==> src/rtl/div_if.sv <==
// Divider request/response bundle between pipeline control and div_unit.
//   start  : request pulse, sampled only while busy is low
//   op     : 00 DIV, 01 DIVU, 10 REM, 11 REMU
//   a, b   : dividend / divisor, sampled with start
//   busy   : operation in progress
//   done   : one-cycle pulse, result valid
//   result : quotient or remainder, held until the next done
interface div_if #(
   parameter int unsigned WIDTH = 32
);
   logic             start;
   logic [1:0]       op;
   logic [WIDTH-1:0] a;
   logic [WIDTH-1:0] b;
   logic             busy;
   logic             done;
   logic [WIDTH-1:0] result;

   modport master (output start, op, a, b, input busy, done, result);
   modport slave  (input start, op, a, b, output busy, done, result);
endinterface

==> src/rtl/div_unit.sv <==
// Sequential RV32M divide/remainder unit (DIV, DIVU, REM, REMU).
// Restoring radix-2 division, one quotient bit per clock, IDLE -> CALC -> FIN.
// Signed operations divide magnitudes and fix signs in FIN. Divide-by-zero and
// signed overflow fall out of the unsigned iteration, with quotient negation
// suppressed when the divisor is zero.
// Ports:
//   clk   : system clock, rising edge
//   reset : synchronous, active-high
//   bus   : div_if slave (start/op/a/b in, busy/done/result out)
// Optional build macro DIV_EARLY_OUT_EN: divide-by-zero and signed overflow
// skip CALC and finish in two cycles; results are identical in both builds.
module div_unit #(
   parameter int unsigned WIDTH = 32
) (
   input  logic  clk,
   input  logic  reset,
   div_if.slave  bus
);
   localparam int unsigned CW = $clog2(WIDTH);

   typedef enum logic [1:0] {IDLE, CALC, FIN} state_t;

   state_t           r_state;
   logic             r_busy;
   logic             r_done;
   logic [WIDTH-1:0] r_result;
   logic [WIDTH-1:0] r_rem;
   logic [WIDTH-1:0] r_quo;
   logic [WIDTH-1:0] r_div;
   logic [CW-1:0]    r_cnt;
   logic             r_is_rem;
   logic             r_qneg;
   logic             r_rneg;
   logic             r_bzero;

   logic             w_signed;
   logic             w_bzero;
   logic [WIDTH-1:0] w_a_abs;
   logic [WIDTH-1:0] w_b_abs;
   logic [WIDTH:0]   w_rem_sh;
   logic [WIDTH:0]   w_trial;
   logic [WIDTH-1:0] w_quo_fix;
   logic [WIDTH-1:0] w_rem_fix;

   // Operand conditioning: magnitudes for signed ops, 0x80000000 maps to itself
   assign w_signed = ~bus.op[0];
   assign w_bzero  = (bus.b == '0);
   assign w_a_abs  = (w_signed && bus.a[WIDTH-1]) ? -bus.a : bus.a;
   assign w_b_abs  = (w_signed && bus.b[WIDTH-1]) ? -bus.b : bus.b;

`ifdef DIV_EARLY_OUT_EN
   logic w_ovf;
   assign w_ovf = w_signed && (bus.a == {1'b1, {(WIDTH-1){1'b0}}}) && (bus.b == '1);
`endif

   // One restoring step; trial[WIDTH] set means the subtraction went negative
   assign w_rem_sh = {r_rem, r_quo[WIDTH-1]};
   assign w_trial  = w_rem_sh - {1'b0, r_div};

   // Final sign correction; a zero divisor keeps the all-ones quotient
   assign w_quo_fix = (r_qneg && !r_bzero) ? -r_quo : r_quo;
   assign w_rem_fix = r_rneg ? -r_rem : r_rem;

   // Control FSM and datapath registers
   always_ff @(posedge clk) begin
      if (reset) begin
         r_state  <= IDLE;
         r_busy   <= 1'b0;
         r_done   <= 1'b0;
         r_result <= '0;
         r_rem    <= '0;
         r_quo    <= '0;
         r_div    <= '0;
         r_cnt    <= '0;
         r_is_rem <= 1'b0;
         r_qneg   <= 1'b0;
         r_rneg   <= 1'b0;
         r_bzero  <= 1'b0;
      end else begin
         r_done <= 1'b0;
         case (r_state)
            IDLE: begin
               if (bus.start) begin
                  r_busy   <= 1'b1;
                  r_is_rem <= bus.op[1];
                  r_qneg   <= w_signed & (bus.a[WIDTH-1] ^ bus.b[WIDTH-1]);
                  r_rneg   <= w_signed & bus.a[WIDTH-1];
                  r_bzero  <= w_bzero;
                  r_div    <= w_b_abs;
                  r_rem    <= '0;
                  r_quo    <= w_a_abs;
                  r_cnt    <= CW'(WIDTH - 1);
                  r_state  <= CALC;
`ifdef DIV_EARLY_OUT_EN
                  // Preload what the iteration would have produced
                  if (w_bzero || w_ovf) begin
                     r_quo   <= w_bzero ? '1 : w_a_abs;
                     r_rem   <= w_bzero ? w_a_abs : '0;
                     r_state <= FIN;
                  end
`endif
               end
            end
            CALC: begin
               r_rem   <= w_trial[WIDTH] ? w_rem_sh[WIDTH-1:0] : w_trial[WIDTH-1:0];
               r_quo   <= {r_quo[WIDTH-2:0], ~w_trial[WIDTH]};
               r_cnt   <= r_cnt - CW'(1);
               if (r_cnt == '0) begin
                  r_state <= FIN;
               end
            end
            FIN: begin
               r_result <= r_is_rem ? w_rem_fix : w_quo_fix;
               r_done   <= 1'b1;
               r_busy   <= 1'b0;
               r_state  <= IDLE;
            end
            default: begin
               r_state <= IDLE;
               r_busy  <= 1'b0;
            end
         endcase
      end
   end

   assign bus.busy   = r_busy;
   assign bus.done   = r_done;
   assign bus.result = r_result;
endmodule

==> src/flat_wrapper.sv <==
// flat-port wrapper written by rule: the top's interface ports become plain ports
module div_unit_flat 
#(
   parameter int unsigned WIDTH = 32
)
  (clk, reset, bus_start, bus_op, bus_a, bus_b, bus_busy, bus_done, bus_result);
  div_if #(.WIDTH(WIDTH)) bus_i ();
  input  logic clk;
  input  logic reset;
  input wire logic [$bits(bus_i.start)-1:0] bus_start;
  input wire logic [$bits(bus_i.op)-1:0] bus_op;
  input wire logic [$bits(bus_i.a)-1:0] bus_a;
  input wire logic [$bits(bus_i.b)-1:0] bus_b;
  output wire logic [$bits(bus_i.busy)-1:0] bus_busy;
  output wire logic [$bits(bus_i.done)-1:0] bus_done;
  output wire logic [$bits(bus_i.result)-1:0] bus_result;
  assign bus_i.start = bus_start;
  assign bus_i.op = bus_op;
  assign bus_i.a = bus_a;
  assign bus_i.b = bus_b;
  assign bus_busy = bus_i.busy;
  assign bus_done = bus_i.done;
  assign bus_result = bus_i.result;
  div_unit #(.WIDTH(WIDTH)) u_core (.clk(clk), .reset(reset), .bus(bus_i));
endmodule
==> config.mk <==
export PLATFORM = sky130hd
export DESIGN_NAME = div_unit_flat
export DESIGN_NICKNAME = d
export VERILOG_FILES = /design/src/rtl/div_if.sv /design/src/rtl/div_unit.sv /design/src/flat_wrapper.sv
export SDC_FILE = /design/constraint.sdc
export NUM_CORES = 1
export LEC_CHECK = 0
export CAP_MARGIN = 20
export CORE_ASPECT_RATIO = 0.75
export CORE_UTILIZATION = 45
export DETAILED_ROUTE_END_ITERATION = 8
export PLACE_DENSITY = 0.66
export REMOVE_ABC_BUFFERS = 1
export SLEW_MARGIN = 40
export SYNTH_ARGS = -nofsm -noshare
export SYNTH_HDL_FRONTEND = slang
export SYNTH_SLANG_ARGS = --single-unit
==> constraint.sdc <==
create_clock -name clk -period 7.95 [get_ports clk]
set_input_delay 1.59 -clock clk [delete_from_list [all_inputs] [get_ports clk]]
set_output_delay 1.59 -clock clk [all_outputs]
set_load 0.01 [all_outputs]
==> impl_metrics.tcl <==
set metrics [dict create \
    root_buffer "clkbuf_16" \
    startpoint "bus_b[6]" \
    post_drt_wl_per_cell_um 15.3 \
    clkLatencyLatePin_ns 0.42 \
    tns_ns 0 \
    period_minus_slack_ns 4.11 \
    initial_utilization_pct 46.4 \
    final_nets 1466 \
    synth_seq_cells 141 \
    synthArstFlopShare_pct 0 \
    clk_pin_slew_ns 0.06 \
    cpPeakStageDelay_ns 0.49 \
    synthAdderAreaFrac_pct 5.01 \
    multiInputGateArea_um2 6570 \
    wl_um 25400 \
    die_w_um 173 \
    finClkSkew_ns 0.00840 \
    drt_iter0_markers 513 \
    fin_ws_ns 3.84 \
    path_cells "clkdlybuf4s50_1, nor3_1, nand2b_1, or4_1, nor3_1, nand2_1, nor4_2, a21oi_1, xnor2_1, a211oi_1" \
    dp_cells 1627 \
    synth_commonest_cells "nand2_1, dfxtp_1, nor2_1" \
    r2r-start "u_core.r_quo[31]$_SDFFE_PP0P_" \
    vias_per_cell 5.70 \
    synth.most_common_cell "nand2_1" \
    setup_viol 0 \
    cts.sinks 141 \
    crit_required_ns 8.29 \
    n_antenna_cell 0 \
    hold-worst-slack_ns 0.454 \
    grt_pass1_vias 8719 \
    synth_top_area_share_pct 28.5 \
    portBuffers 102 \
    drc 0 \
    rsz0062_at_grt "false" \
    finalCritPeriodShare_pct 51.7 \
    first_pass_iters 5 \
    hp-start "u_core.bus.result[26]$_SDFFE_PP0P_" \
    p_leak_nw 4.28 \
    worst-slew-pin-transition_ns 0.760 \
    cp.arrival_ns 4.45 \
    maxSlewViolCount 0 \
    final_util_pct 54.6 \
    synth_compound_area_share_pct 26.6 \
    regArea_um2 2830 \
    synthCells 1301 \
    yosys.area_share.simple_pct 19.4 \
    ys_seq_area_share_pct 28.5 \
    cp_max_fo 7 \
    fin_cells 1658 \
    ys.flop_type "dfxtp_1" \
    die-area_um2 22600 \
    cts.path.max_buffers 2 \
    cts_tree "built" \
    max_cap_viol_count 0 \
    fin_area_um2 11700 \
    place_area_um2 11100 \
    crit_slowest_cell "nor4_2" \
    synth.area.top_cells "dfxtp_1, xor2_1, a21oi_1" \
    cts_hold_buf 0 \
    yosys_warnings 0 \
    synth_edf_count 0 \
    final.fill_count 2042 \
    cellPowerDensity_nw_per_um2 177 \
    worstSetupStartpointType "input port" \
    die_h_um 130 \
    cpMostUsedCell "nor3_1" \
    ir_drop_v 0.000139 \
    synthMuxAreaShare_pct 2.94 \
    outcome "finished clean" \
    area_growth_pct 17.8 \
    globalplace.congestion 0.877 \
    numCtsBuffers 17 \
    dp_hpwl_um 18900 \
    post_cts_buffers 0 \
    critPathKind "in -> reg" \
    finalHoldViolCount 0 \
    grt_pass1_wl_um 42200 \
    grt_usage_pct 22.7 \
    antenna_left 0 \
    grt_max_degree 85 \
    syn_avg_cell_area_um2 7.61 \
    cts_resized 0 \
    synth_area_um2 9900 \
    core_um2 21400 \
    overflow 0 \
    dr_total_vias 9457 \
    synth-xor-area-share_pct 12.1 \
    drive_above_1_share_pct 4.82 \
    slew_headroom_pct 49.4 \
    rows 46 \
    synth_top_family_by_area "compound AO/OA/AOI/OAI gates" \
    htree_num_levels 4 \
    holdCritPathClass "reg -> reg" \
    p_total_mw 2.06 \
    synth_top_area_cell "dfxtp_1" \
    antenna_found_initial 0 \
    synth.distinct_cells 64 \
    pin_count 103 \
    fmax_mhz 243 \
    dpl_worst_slack_ns 3.43 \
    critPathCaptureType "flip-flop" \
]
-- per-layer routing --
metal / share of wire [%] / track usage [%] / vias up / routed length [µm]
li1: - / - / 4801 / -
met1: 51 / 31.9 / 4458 / 12900
met2: 44 / 36.4 / 182 / 11200
met3: 4.4 / 3.30 / 16 / 1110
met4: 0.92 / 5.83 / 0 / 233
met5: 0 / 0 / - / 0
-- cell families after synthesis --
logic type | count (synthesis)
multiplexers | 29
AND/OR/NAND/NOR | 418
buffers and inverters | 126
AO/OA/AOI/OAI | 412
flip-flops | 141
XOR/XNOR | 136
adder cells (fa/ha/maj) | 39
-- power breakdown --
| part | total, mW | leakage (nW) | internal [mW] | switching, mW |
|---|---|---|---|---|
| Clock | 0.814 | 0.292 | 0.502 | 0.312 |
| Combinational | 0.449 | 2.84 | 0.188 | 0.260 |
| Sequential | 0.796 | 1.15 | 0.748 | 0.0478 |
-- worst max-delay path: cells and delay by family --
family	cells	cell delay [ns]
AND/OR/NAND/NOR	6	1.85
buffers and inverters	1	0.44
AO/OA/AOI/OAI	2	0.40
XOR/XNOR	1	0.16
-- cell usage in the layout, fill, tap and decap left out, types with 5 or more instances in the layout --
cell type | synthesis | routed
nand4_1 | 7 | 7
nand2_1 | 144 | 144
dfxtp_1 | 141 | 139
o211ai_1 | 18 | 18
o21ai_0 | 74 | 74
a211oi_1 | 55 | 55
o21ai_1 | 13 | 13
clkbuf_16 | 0 | 18
nor2_1 | 133 | 130
nand2b_1 | 18 | 18
mux2i_1 | 28 | 28
ha_1 | 38 | 38
o31ai_1 | 32 | 32
a311oi_1 | 8 | 8
and3_1 | 8 | 8
buf_4 | 5 | 11
nor3_1 | 33 | 32
o41ai_1 | 11 | 11
o21a_1 | 5 | 5
nor2b_1 | 7 | 6
nor4_1 | 13 | 13
clkdlybuf4s50_1 | 0 | 101
inv_1 | 51 | 51
or3_1 | 14 | 14
nand3_1 | 12 | 12
a22oi_1 | 30 | 30
or4_1 | 10 | 10
a21o_1 | 10 | 10
xor2_1 | 74 | 74
xnor2_1 | 61 | 61
a21oi_1 | 124 | 124
-- registers in the layout (all words and copies together), names as in the netlist --
register	count
u_core.bus.result	32
u_core.r_div	32
u_core.r_quo	32
u_core.r_rem	32
u_core.r_cnt	5
u_core.r_state	2
u_core.bus.busy	1
u_core.bus.done	1
u_core.r_bzero	1
u_core.r_is_rem	1
u_core.r_qneg	1
u_core.r_rneg	1
-- worst paths after layout --
kind,to,slack [ns],cells past startpoint
hold reg to reg,u_core.bus.result[26]$_SDFFE_PP0P_,0.45,2
setup / recovery,u_core.r_div[24]$_SDFFE_PP0P_,3.84,10
setup reg to reg,u_core.r_rem[0]$_SDFFE_PP0P_,4.09,13
hold / removal,u_core.bus.result[26]$_SDFFE_PP0P_,0.45,2
-- final cells by class --
cell class	instances	area share [%]
Multi-Input combinational cell	1034	56.4
Sequential cell	141	24.3
Timing Repair Buffer	113	9.48
Clock buffer	21	4.22
Tap cell	288	3.09
Inverter	51	1.64
Clock inverter	10	0.955
No activity file was read; power rests on OpenSTA's default activity.
